### config.mk
export PLATFORM = sky130hd
export DESIGN_NAME = pooled_flatten_buffer
export DESIGN_NICKNAME = d
export VERILOG_FILES = /design/src/rtl/pooled_flatten_buffer.sv
export SDC_FILE = /design/constraint.sdc
export NUM_CORES = 2
export LEC_CHECK = 0
export BUFFER_PORTS_ARGS = -buffer_cell sky130_fd_sc_hd__buf_2
export CELL_PAD_IN_SITES_DETAIL_PLACEMENT = 0
export CELL_PAD_IN_SITES_GLOBAL_PLACEMENT = 1
export CORE_ASPECT_RATIO = 1.2
export CORE_MARGIN = 4
export CORE_UTILIZATION = 25
export DETAILED_ROUTE_END_ITERATION = 8
export PLACE_DENSITY = 0.4
export RECOVER_POWER = 50
export SYNTH_ARGS = -nofsm -noshare
export SYNTH_HDL_FRONTEND = slang
export SYNTH_SLANG_ARGS = --single-unit
export TNS_END_PERCENT = 30
### constraint.sdc
create_clock -name clk -period 7.8 [get_ports clk]
set_input_delay 0.78 -clock clk [delete_from_list [all_inputs] [get_ports clk]]
set_output_delay 0.78 -clock clk [all_outputs]
set_load 0.01 [all_outputs]
### src/rtl/pooled_flatten_buffer.sv
// Ping-pong frame buffer that collects pooled feature-map pixels in kernel-major order
// and streams each completed frame out over a ready/valid handshake.
module pooled_flatten_buffer #(
  parameter int BitSize            = 32,
  parameter int NumberOfK          = 4,
  parameter int ProcessingElements = 2,
  parameter int ImageWidth         = 2
) (
  input  logic                                            clk,
  input  logic                                            res_n,
  input  logic [NumberOfK-1:0]                            in_valid,
  input  logic [ProcessingElements*BitSize-1:0]           in_data,
  output logic                                            out_valid,
  input  logic                                            out_ready,
  output logic [BitSize-1:0]                              out_data,
  output logic [$clog2(NumberOfK*ImageWidth*ImageWidth)-1:0] out_index,
  output logic                                            out_last,
  output logic                                            err
);

  localparam int P     = ImageWidth * ImageWidth;
  localparam int Words = NumberOfK * P;
  localparam int IW    = $clog2(Words);
  localparam int PW    = IW + 1;
  localparam int CW    = $clog2(P + 1);
  localparam int LW    = (ProcessingElements > 1) ? $clog2(ProcessingElements) : 1;
  localparam int LCW   = LW + 1;

  logic [BitSize-1:0] mem_r [2][Words];
  logic [CW-1:0]      cnt_r [NumberOfK];
  logic [CW-1:0]      cnt_nxt_s [NumberOfK];
  logic [LW-1:0]      lane_s [NumberOfK];
  logic [IW-1:0]      addr_s [NumberOfK];
  logic [BitSize-1:0] sample_s [NumberOfK];
  logic [NumberOfK-1:0] take_s;
  logic [NumberOfK-1:0] wr_en_s;
  logic [NumberOfK-1:0] drop_s;
  logic [LCW-1:0]     lane_cnt_s;
  logic               overflow_s;
  logic               close_s;
  logic               err_set_s;
  logic [1:0]         full_r;
  logic               wb_r;
  logic               rb_r;
  logic [PW-1:0]      rd_ptr_r;
  logic [PW-1:0]      rd_ptr_s;
  logic               rd_bank_s;
  logic               release_s;
  logic               load_s;

  // Lane assignment, write enables and frame-close detection for the capture side.
  always_comb begin
    lane_cnt_s = {LCW{1'b0}};
    overflow_s = 1'b0;
    close_s    = 1'b1;
    for (int k = 0; k < NumberOfK; k++) begin
      take_s[k] = 1'b0;
      lane_s[k] = {LW{1'b0}};
      if (in_valid[k]) begin
        if (lane_cnt_s < LCW'(ProcessingElements)) begin
          take_s[k]  = 1'b1;
          lane_s[k]  = lane_cnt_s[LW-1:0];
          lane_cnt_s = lane_cnt_s + LCW'(1);
        end else begin
          overflow_s = 1'b1;
        end
      end else begin
        take_s[k] = 1'b0;
      end
      // A kernel already holding P pixels, or a fully occupied buffer, drops the sample.
      wr_en_s[k]   = take_s[k] & ~full_r[wb_r] & (cnt_r[k] != CW'(P));
      drop_s[k]    = take_s[k] & ~wr_en_s[k];
      cnt_nxt_s[k] = cnt_r[k] + CW'(wr_en_s[k]);
      addr_s[k]    = IW'(k * P) + IW'(cnt_r[k]);
      sample_s[k]  = in_data[int'(lane_s[k]) * BitSize +: BitSize];
      if (cnt_nxt_s[k] != CW'(P)) begin
        close_s = 1'b0;
      end else begin
        close_s = close_s;
      end
    end
    err_set_s = overflow_s | (|drop_s);
  end

  // Read side: on last-word release, look ahead into the other bank so frames stream gap-free.
  always_comb begin
    release_s = out_valid & out_ready & out_last;
    if (release_s) begin
      rd_bank_s = ~rb_r;
      rd_ptr_s  = {PW{1'b0}};
    end else begin
      rd_bank_s = rb_r;
      rd_ptr_s  = rd_ptr_r;
    end
    load_s = full_r[rd_bank_s] & (rd_ptr_s < PW'(Words)) & (~out_valid | out_ready);
  end

  // Control state, bank flags and the registered output stage.
  always_ff @(posedge clk or negedge res_n) begin
    if (!res_n) begin
      full_r    <= 2'b00;
      wb_r      <= 1'b0;
      rb_r      <= 1'b0;
      rd_ptr_r  <= {PW{1'b0}};
      err       <= 1'b0;
      out_valid <= 1'b0;
      out_data  <= {BitSize{1'b0}};
      out_index <= {IW{1'b0}};
      out_last  <= 1'b0;
      for (int k = 0; k < NumberOfK; k++) begin
        cnt_r[k] <= {CW{1'b0}};
      end
    end else begin
      err <= err | err_set_s;
      for (int k = 0; k < NumberOfK; k++) begin
        cnt_r[k] <= close_s ? {CW{1'b0}} : cnt_nxt_s[k];
      end
      if (close_s) begin
        wb_r <= ~wb_r;
      end
      for (int b = 0; b < 2; b++) begin
        full_r[b] <= (full_r[b] & ~(release_s & (rb_r == 1'(b))))
                   | (close_s & (wb_r == 1'(b)));
      end
      rb_r <= rd_bank_s;
      if (load_s) begin
        out_valid <= 1'b1;
        out_data  <= mem_r[rd_bank_s][rd_ptr_s[IW-1:0]];
        out_index <= rd_ptr_s[IW-1:0];
        out_last  <= (rd_ptr_s == PW'(Words - 1));
        rd_ptr_r  <= rd_ptr_s + PW'(1);
      end else if (out_valid & out_ready) begin
        out_valid <= 1'b0;
        rd_ptr_r  <= rd_ptr_s;
      end else begin
        rd_ptr_r  <= rd_ptr_s;
      end
    end
  end

  // Storage banks; contents need no reset because the full flags gate every read.
  always_ff @(posedge clk) begin
    for (int k = 0; k < NumberOfK; k++) begin
      if (wr_en_s[k]) begin
        mem_r[wb_r][addr_s[k]] <= sample_s[k];
      end
    end
  end

endmodule

==> results.md <==
* Synthesized area at 47,400 um^2
* Worst slew margin at -1.97
* Pwr/cell area at 304 nW/um^2
* Fillers at between 15,000 and 20,000
* Critical path required time at 8.27 ns
* Fmax at 158 MHz
* Worst hold start: out_ready
* Crit share post-route at 0.814
* IO Port Bufs at 109
* Reg2reg setup slack at 1.45 ns
* Max rail drop VDD at just under 0.2 mV
* Critical path's slowest cell: clkbuf_1
* # resized after CTS at 0
* Multi-input combinational cell area at 14,100 um^2
* GRT Residual Overflow at 0
* Simple-gate share of the synthesized area at 0.0382
* Die width at 405 um
* Detailed-route wire length at 174,000 um
* Most used DFF post-synth: edfxtp_1
* Synthesized instance count at 2,793
* Max Cap Viol at 21
* Inst Count DP at between 5,000 and 6,000
* First-pass GRT wire length at 239,000 um
* Clock Latency Late Sink at between 0.7 and 0.8 ns
* Synth Area in XOR/XNOR at 0.00148
* Hold-fix buffers at CTS at 0
* Initial antenna violation count at 16
* Drt first pass iters at 5
* Most used cell, CP: clkbuf_1
* Storage cell area at about 32,000 um^2
* Remaining antenna violation count at 0
* Warnings, synthesis at 0
* Net Count, Synth at 2,876
* Clock skew at approximately 0.028 ns
* EDFF count, synth at 1,024
* Initial DRC count at 2,063
* Final setup viols at 0
* #FFs+latches synth at 1,084
* I/O pins at 110
* All-Layer GR Usage at 0.175
* Reg2Reg Depth at 7
* CTS clock-pin slew for the worst setup and hold paths at roughly 0.06 ns
* Num rows at 174
* CP Buf/Inv Count at 2
* Hold EP: out_valid$_DFFE_PN0P_
* Largest family of logic cells by synthesized area: multiplexers
* Worst path max stage delay at 2.68 ns
* TritonCTS clock tree: built
* Fin. Hold Viols at 0
* Hold Crit Class: in -> reg
* Routed WL per cell at 32.3 um
* Critical path launch point: wb_r$_DFFE_PN0P_
* Die Y at between 400 and 500 um
* Core area at 188,000 um^2
* Setup TNS Final at 0 ns
* TritonCTS Buffers at 120
* NumNets Final at 2,910
* Critical path fanouts, max at 32
* CP endpoint kind: flop
* Largest net degree at the start of global routing at 96
* Max clock buf depth at 3
* Post-synthesis adder-cell area fraction at 0.00317
* Reg2reg end: mem_r[1][429]$_DFFE_PP_
* Htree depth at 3
* Hold path depth at 3
* CTS root buffer: clkbuf_16
* Final std cells w/o fill at 5,398
* Die area at 197,000 um^2
* Yosys cell types at 74
* TritonCTS sink count at 1,084
* DRC viols at 0
* Worst Max-Slew Pin Slew at around 4.5 ns
* Setup Fix Bufs, Post-CTS at 0
* Critical Path Stages at 7
* Vias at between 20,000 and 30,000
* Crit path time final at 6.35 ns
* Compound-Gate Fraction of Synth Area at 0.0517
* Layout area overhead at 15.0%
* Async SR Flop Fraction at 0.0554
* CP delay by family, top: buffers and inverters
* Synthesized area per cell at 17.0 um^2
* Post-synthesis mux area share at 0.199
* Count of pins over their slew limit at 690
* Arrival time worst endpoint at 6.82 ns
* Worst setup SP type: flop
* Initial Util at 0.252
* Post-DP HPWL at around 90,000 um
* Vias in the first global route at 29,200
* Failing checks: max-capacitance violations, max-slew violations
* Share of layout cells above drive strength 1 at 0.288
* Gpl congestion at 0.701
* Reg2reg start: wb_r$_DFFE_PN0P_
* Pleak at between 15 and 20 nW
* CP Cell Sequence: clkbuf_1 > mux2_1 > nor3_2 > nand3_1 > nor3_1 > clkbuf_1 > mux2_2
* Status: finished, violations left
* Seq/Total Area, Yosys at 0.681
* CP Class: reg -> reg
* Vias per cell at 4.96
* RSZ-0062 raised after global routing: false
-- stage by stage --
step	hold slack [ns]	power, mW	worst slack [ns]	utilization	cell area, um^2
after global routing	0.336	17.3	1.26	0.290	54500
after detailed placement	0.468	11.0	2.24	0.270	50700
after CTS	0.0581	16.9	2.61	0.291	54700
after floorplan	0.484	9.33	2.82	-	47400
final	0.358	16.6	1.45	0.290	54500
after global placement	0.477	10.9	2.31	0.270	50700
-- flip-flops by register name, summed over array words and instances, names as in the netlist --
signal and cells:
mem_r 1024, out_data 32, cnt_r 12, rd_ptr_r 5
out_index 4, full_r 2, err 1, out_last 1
out_valid 1, rb_r 1, wb_r 1
-- layout make-up --
type | instances | share of cell area
tap | 2464 | 0.0566
inverter | 18 | 0.00138
multi-input combinational | 1420 | 0.259
clock buffer | 162 | 0.0615
timing repair buffer | 183 | 0.0176
antenna | 2 | 0.0000918
clock inverter | 65 | 0.0123
sequential | 1084 | 0.592
-- synth_stat cells (12+ instances only) --
master    number  area share
edfxtp_1    1024        0.65
mux2_2       444        0.11
nand2_1      221       0.018
clkbuf_1     182       0.014
mux4_2       161       0.077
o21ai_0       71      0.0075
buf_2         69      0.0073
a22oi_1       61      0.0097
a221oi_1      60       0.011
dfrtp_1       60       0.032
mux2_1        37      0.0088
nand3_1       37      0.0039
o22ai_1       36      0.0048
mux2i_1       34      0.0072
nand4_1       32      0.0042
o221ai_1      32      0.0059
o21bai_1      31      0.0049
nor2_1        29      0.0023
and2_1        20      0.0026
a21oi_1       14      0.0015
buf_4         14      0.0022
inv_1         14      0.0011
ha_1          12      0.0032
-- cells in the final DEF (no fill, tap or decap), drive strengths merged, types with 6 or more instances in the layout --
master / count
a21oi: 15
a221oi: 60
a22oi: 61
and2: 21
buf: 90
bufinv: 14
clkbuf: 255
clkinv: 50
dfrtp: 60
edfxtp: 1024
ha: 12
inv: 17
mux2: 482
mux2i: 35
mux4: 161
nand2: 222
nand2b: 7
nand3: 38
nand4: 33
nor2: 30
nor3: 13
o21a: 6
o21ai: 72
o21bai: 31
o221ai: 32
o22ai: 37
-- worst register-to-register path, stage by stage (launching register included) --
cell      delay (ns)
dfrtp_1         0.32
clkbuf_1        1.07
mux2_1          0.49
nor3_2          0.20
nand3_1         0.27
nor3_1          0.45
clkbuf_1        2.68
mux2_2          0.60
-- per-layer routing --
layer  GRT usage  up-vias  share of wire
met4      0.0515        6          0.030
met1       0.222    14600           0.42
li1            -    11200              -
met3      0.0212      231          0.038
met2       0.311      680           0.51
met5           0        -        0.00027
-- worst max-delay path by stage --
stage / to / slack [ns]
final: mem_r[1][429]$_DFFE_PP_ / 1.45
after global routing: mem_r[1][109]$_DFFE_PP_ / 1.26
after CTS: out_data[18]$_DFFE_PN0P_ / 2.61
after detailed placement: out_data[30]$_DFFE_PN0P_ / 2.24
after global placement: out_data[17]$_DFFE_PN0P_ / 2.31
after floorplan: mem_r[0][480]$_DFFE_PP_ / 2.82
-- cell families after synthesis --
kind of cell | count (synthesis)
muxes | 678
DFF | 1084
AOI/OAI and AO/OA | 337
xor gates and xnor gates | 8
adders and majority gates | 12
and+or+nand+nor | 385
buffers and inverters | 289
-- power breakdown --
group	leakage, nW	switching (mW)	internal, mW
sequential	10.1	0.291	7.15
clock	1.98	2.38	3.45
combinational	4.79	2.29	0.999
Power figures use the tool's default switching activity.
